<file path="src/rtl/uart_pkg.sv">
// Shared UART definitions: frame bit levels, parity selection and the
// transmitter state encoding. The receive side uses the same bit and
// parity constants, so both ends agree on the frame format.
package uart_pkg;

   // Payload width used by both directions unless a block overrides it
   localparam int DEFAULT_DATA_WIDTH = 8;

   // Line levels for the framing bits and the idle line
   localparam logic START_BIT = 1'b0;
   localparam logic STOP_BIT  = 1'b1;
   localparam logic IDLE_LINE = 1'b1;

   // Parity type selection as seen on par_typ
   localparam logic PAR_EVEN = 1'b0;
   localparam logic PAR_ODD  = 1'b1;

   // Transmitter states; IDLE must stay at zero so reset lands there
   typedef enum logic [2:0] {
      IDLE   = 3'd0,
      START  = 3'd1,
      DATA   = 3'd2,
      PARITY = 3'd3,
      STOP   = 3'd4
   } txState_t;

endpackage

</file>
<file path="src/rtl/uart_tx_parity_calc.sv">
// Parity generator for the transmitter. Works on the latched payload so
// the parity bit always matches the data bits already on the line.
module uart_tx_parity_calc
   import uart_pkg::*;
#(
   parameter int DATA_WIDTH = DEFAULT_DATA_WIDTH
) (
   input  logic [DATA_WIDTH-1:0] data_reg,
   input  logic                  par_typ,
   output logic                  par_bit
);

   // Even parity is the XOR of all payload bits; odd parity is its inverse
   logic w_evenBit;

   assign w_evenBit = ^data_reg;
   assign par_bit   = (par_typ == PAR_ODD) ? ~w_evenBit : w_evenBit;

endmodule

</file>
<file path="src/rtl/uart_tx.sv">
// UART transmitter. Accepts a byte with a one-cycle valid strobe while
// idle and shifts out start bit, LSB-first data, optional parity and one
// stop bit, one bit per clk cycle. Both outputs come straight from flops.
module uart_tx
   import uart_pkg::*;
#(
   parameter int DATA_WIDTH = DEFAULT_DATA_WIDTH
) (
   input  logic                  clk,
   input  logic                  rst,
   input  logic [DATA_WIDTH-1:0] p_data,
   input  logic                  data_valid,
   input  logic                  par_en,
   input  logic                  par_typ,
   output logic                  tx_out,
   output logic                  busy
);

   localparam int CNT_W = (DATA_WIDTH > 1) ? $clog2(DATA_WIDTH) : 1;
   localparam logic [CNT_W-1:0] LAST_BIT = CNT_W'(DATA_WIDTH - 1);

   txState_t               r_state;
   logic [CNT_W-1:0]       r_bitCnt;
   logic [DATA_WIDTH-1:0]  r_dataReg;
   logic                   r_parEn;
   logic                   r_parTyp;
   logic                   r_txOut;
   logic                   r_busy;

   logic [CNT_W-1:0]       w_nextCnt;
   logic                   w_parBit;

   assign w_nextCnt = r_bitCnt + CNT_W'(1);

   uart_tx_parity_calc #(
      .DATA_WIDTH (DATA_WIDTH)
   ) u_parity (
      .data_reg (r_dataReg),
      .par_typ  (r_parTyp),
      .par_bit  (w_parBit)
   );

   // Frame sequencer: the state names the bit currently on the line, and
   // each transition loads the level of the next bit into the output flop
   always_ff @(posedge clk or negedge rst) begin
      if (!rst) begin
         r_state   <= IDLE;
         r_bitCnt  <= '0;
         r_dataReg <= '0;
         r_parEn   <= 1'b0;
         r_parTyp  <= 1'b0;
         r_txOut   <= IDLE_LINE;
         r_busy    <= 1'b0;
      end else begin
         case (r_state)
            IDLE: begin
               if (data_valid) begin
                  r_dataReg <= p_data;
                  r_parEn   <= par_en;
                  r_parTyp  <= par_typ;
                  r_state   <= START;
                  r_txOut   <= START_BIT;
                  r_busy    <= 1'b1;
               end else begin
                  r_txOut   <= IDLE_LINE;
                  r_busy    <= 1'b0;
               end
            end
            START: begin
               r_bitCnt <= '0;
               r_state  <= DATA;
               r_txOut  <= r_dataReg[0];
            end
            DATA: begin
               if (r_bitCnt == LAST_BIT) begin
                  if (r_parEn) begin
                     r_state <= PARITY;
                     r_txOut <= w_parBit;
                  end else begin
                     r_state <= STOP;
                     r_txOut <= STOP_BIT;
                  end
               end else begin
                  r_bitCnt <= w_nextCnt;
                  r_txOut  <= r_dataReg[w_nextCnt];
               end
            end
            PARITY: begin
               r_state <= STOP;
               r_txOut <= STOP_BIT;
            end
            STOP: begin
               r_state <= IDLE;
               r_txOut <= IDLE_LINE;
               r_busy  <= 1'b0;
            end
            default: begin
               r_state <= IDLE;
               r_txOut <= IDLE_LINE;
               r_busy  <= 1'b0;
            end
         endcase
      end
   end

   assign tx_out = r_txOut;
   assign busy   = r_busy;

endmodule

</file>
<file path="config.mk">
export PLATFORM = sky130hd
export DESIGN_NAME = uart_tx
export DESIGN_NICKNAME = d
export VERILOG_FILES = /design/src/rtl/uart_pkg.sv /design/src/rtl/uart_tx_parity_calc.sv /design/src/rtl/uart_tx.sv
export SDC_FILE = /design/constraint.sdc
export NUM_CORES = 1
export LEC_CHECK = 0
export CELL_PAD_IN_SITES_DETAIL_PLACEMENT = 0
export CELL_PAD_IN_SITES_GLOBAL_PLACEMENT = 1
export CORE_MARGIN = 3
export CORE_UTILIZATION = 35
export CTS_CLUSTER_SIZE = 28
export DETAILED_ROUTE_END_ITERATION = 8
export GPL_TIMING_DRIVEN = 0
export PLACE_DENSITY = 0.65
export RECOVER_POWER = 100
export SLEW_MARGIN = 20
export SYNTH_ARGS = -nofsm -noshare
export SYNTH_HDL_FRONTEND = slang
export SYNTH_HIERARCHICAL = 1
export SYNTH_SLANG_ARGS = --single-unit
</file>
<file path="constraint.sdc">
create_clock -name clk -period 3.9 [get_ports clk]
set_input_delay 0.78 -clock clk [delete_from_list [all_inputs] [get_ports clk]]
set_output_delay 0.78 -clock clk [all_outputs]
set_load 0.05 [all_outputs]
</file>
==> out/results.tsv <==
metric	value	unit
GRT Residual Overflow	0	
most frequent cells in the layout	dfrtp_1 (17), clkdlybuf4s50_1 (10), mux2_2 (9)	
HPWL Detailed	1.35	mm
Most Crowded Layer GR	met2	
reg-to-reg endpoint	r_parTyp	
Worst Skew	0.00473	ns
area leader, netlist	dfrtp_1	
die height	58.9	µm
FF+latch area	452	µm²
post-synth top area share	43.5	%
sequential-to-total area share from yosys stat	46.2	%
Total Routing Usage GR	12.3	%
Pleak	0.000501	µW
# rows	18	
cts bufs inserted	3	
Final Hold Vio Count	0	
initial core utilization	38.1	%
Clk pin slew, worst setup/hold paths	0.11	ns
Sink Count	18	
total number of vias	654	
synthesized netlist cell count	82	
Root Buffer	clkbuf_4	
CTS HTree Levels	1	
worst-path cell chain	dlygate4sd3_1 > nor4b_1 > clkbuf_1 > mux2_2	
met3 Use GR	3.95	%
max cap viols	0	
startpoint types	input port	
maximum clock frequency	0.404	GHz
GP Congestion	0.728	
crit path time final	2.48	ns
critical path type	in -> reg	
post-DR wirelength/cell	13.9	µm
Setup crit start	data_valid	
global-route wire length before repair	3.19	mm
Fill cells	262	
postcts setup bufs	0	
Worst Tran Pin Value	0.823	ns
WP data arrival	2.66	ns
TritonCTS clock tree	yes	
routing usage on met1	16.7	%
Port Buf Inserts	14	
Worst Setup EP	r_parTyp	
placed insts	126	
overall die area	3470	µm²
Worst-Skew Late Latency	0.29	ns
final wirelength	1.81	mm
commonest non-fill, non-tap cell in the layout	dfrtp_1	
Pre-antenna DRT Iters	4	
# resized after CTS	0	
syn_area_per_cell	11.9	µm²
largest net degree at the start of global routing	19	
I/O Pins	15	
crit path max fanout	10	
Max transition margin	45.0	%
Iter 0 DRT Violations	6	
slowest cell delay on critical path	0.58	ns
Layout Cells excl Fill	130	
main combinational cell family by area after synthesis	multiplexers	
period utilization	63.5	%
antenna violations before repair	0	
R2R cell count	4	
hold-fix buffers at CTS	0	
post-synth design cell area	978	µm²
xor/xnor share of the synthesized area	8.44	%
area share of fa/ha/maj cells after synthesis	2.56	%
DRC	0	
CP required	4.08	ns
CTS Buffer Depth	2	
dominant cells by area after synthesis	dfrtp_1 (43%), mux2_2 (12%), a22o_1 (3.6%), xnor2_1 (3.6%), dfstp_2 (2.7%)	
Final #Nets	116	
vias in the first global route	681	
maximum resistive drop on vdd	540	µV
Layout area overhead	21.5	%
Setup TNS	0	ns
core box area	2570	µm²
Mapped Nets	97	
Antenna Nets Post-Route	0	
fraction of layout instances using a drive strength above 1	19.0	%
Yosys cell types	34	
slowest CP cell	dlygate4sd3_1	
CP endpoint kind	register	
Synth Warn #	6	
fraction of the mapped netlist area in simple logic gates	9.97	%
compound-cell area share of the yosys netlist	12.3	%
setup violators final	0	
status	completed	
Yosys reg bits	18	
met2 Use GR	18.5	%
die width	58.9	µm
antenna cells	0	
mux cell area share after synthesis	15.9	%
min-delay worst type	reg -> reg	
vias per cell	5.03	
r2r setup slk	1.91	ns
max-slew violations	0	
area occupied by multi-input gates	480	µm²
RSZ-0062 raised after global routing	false	
worst flop-to-flop path startpoint	r_state[2]	
Power Density	893	nW/µm²
## how the worst min path moves through the flow
stage	cells after the start	from	end
2_1_floorplan	0	rst	busy
3_3_place_gp	1	r_bitCnt[2]	r_bitCnt[2]
3_5_place_dp	1	r_bitCnt[2]	r_bitCnt[2]
4_1_cts	1	r_bitCnt[2]	r_bitCnt[2]
5_1_grt	1	r_parTyp	r_parTyp
6_report	2	busy	busy
## per-stage QoR
stage | total power, µW | utilization (%) | worst slack [ns] | area [µm²] | hold slack, ns
2_1_floorplan | 844 | - | 2.14 | 978 | 0.484
3_3_place_gp | 951 | 45.0 | 1.42 | 1160 | 0.514
3_5_place_dp | 966 | 45.0 | 1.39 | 1160 | 0.523
4_1_cts | 1090 | 46.4 | 1.48 | 1190 | 0.551
5_1_grt | 1160 | 46.3 | 1.28 | 1190 | 0.569
6_report | 1060 | 46.3 | 1.42 | 1190 | 0.543
## critical path: cells and delay by family
| family | cells | cell delay (ns) |
|---|---|---|
| and+or+nand+nor | 1 | 0.45 |
| muxes | 1 | 0.39 |
| buffers and inverters | 2 | 1.03 |
## final cells by class
cell class / instances / share of cell area, %
clock buffers: 4 / 3.05
plain buffers: 5 / 2.32
repair buffers: 14 / 11.8
multi-input cells: 55 / 40.4
inverters: 4 / 1.26
well taps: 30 / 3.16
flip-flops and latches: 18 / 38.0
## logic make-up after synthesis
family                   after synthesis
flip-flops                            18
AO/OA/AOI/OAI                         17
AND/OR/NAND/NOR                       16
multiplexers                          13
buffers and inverters                  9
XOR/XNOR                               7
adder cells (fa/ha/maj)                2
## Yosys cell counts (all sizes together)
master,n
and2,1
nor3b,2
nor2,1
o311ai,1
nand2,3
mux4,1
xor2,1
buf,3
ha,2
xnor3,1
xnor2,5
clkbuf,2
nand3b,1
nor2b,2
inv,4
nor4b,1
nor3,2
nand2b,2
a31oi,1
mux2,10
dfrtp,17
a211o,1
o211ai,1
mux2i,2
a21oi,3
o221ai,1
a22o,5
and4b,1
o21ai,4
dfstp,1
## routing by layer
layer  vias up  wire length [µm]
met5         -                 0
met4         0                15
met3         2                74
met2        12               851
met1       312               865
li1        328                 -
## power by group
| part | total (µW) | internal (µW) | leakage (µW) | switching (µW) |
|---|---|---|---|---|
| sequential | 361 | 280 | 0.000219 | 81.5 |
| clock | 116 | 56.9 | 0.0000210 | 59.2 |
| combinational | 585 | 342 | 0.000261 | 243 |
## registers in the layout (all words and copies together), names as in the netlist
name / cells
r_dataReg: 8
r_parTyp: 1
r_parEn: 1
tx_out: 1
busy: 1
r_state: 3
r_bitCnt: 3
No activity file was read; power rests on OpenSTA's default activity.
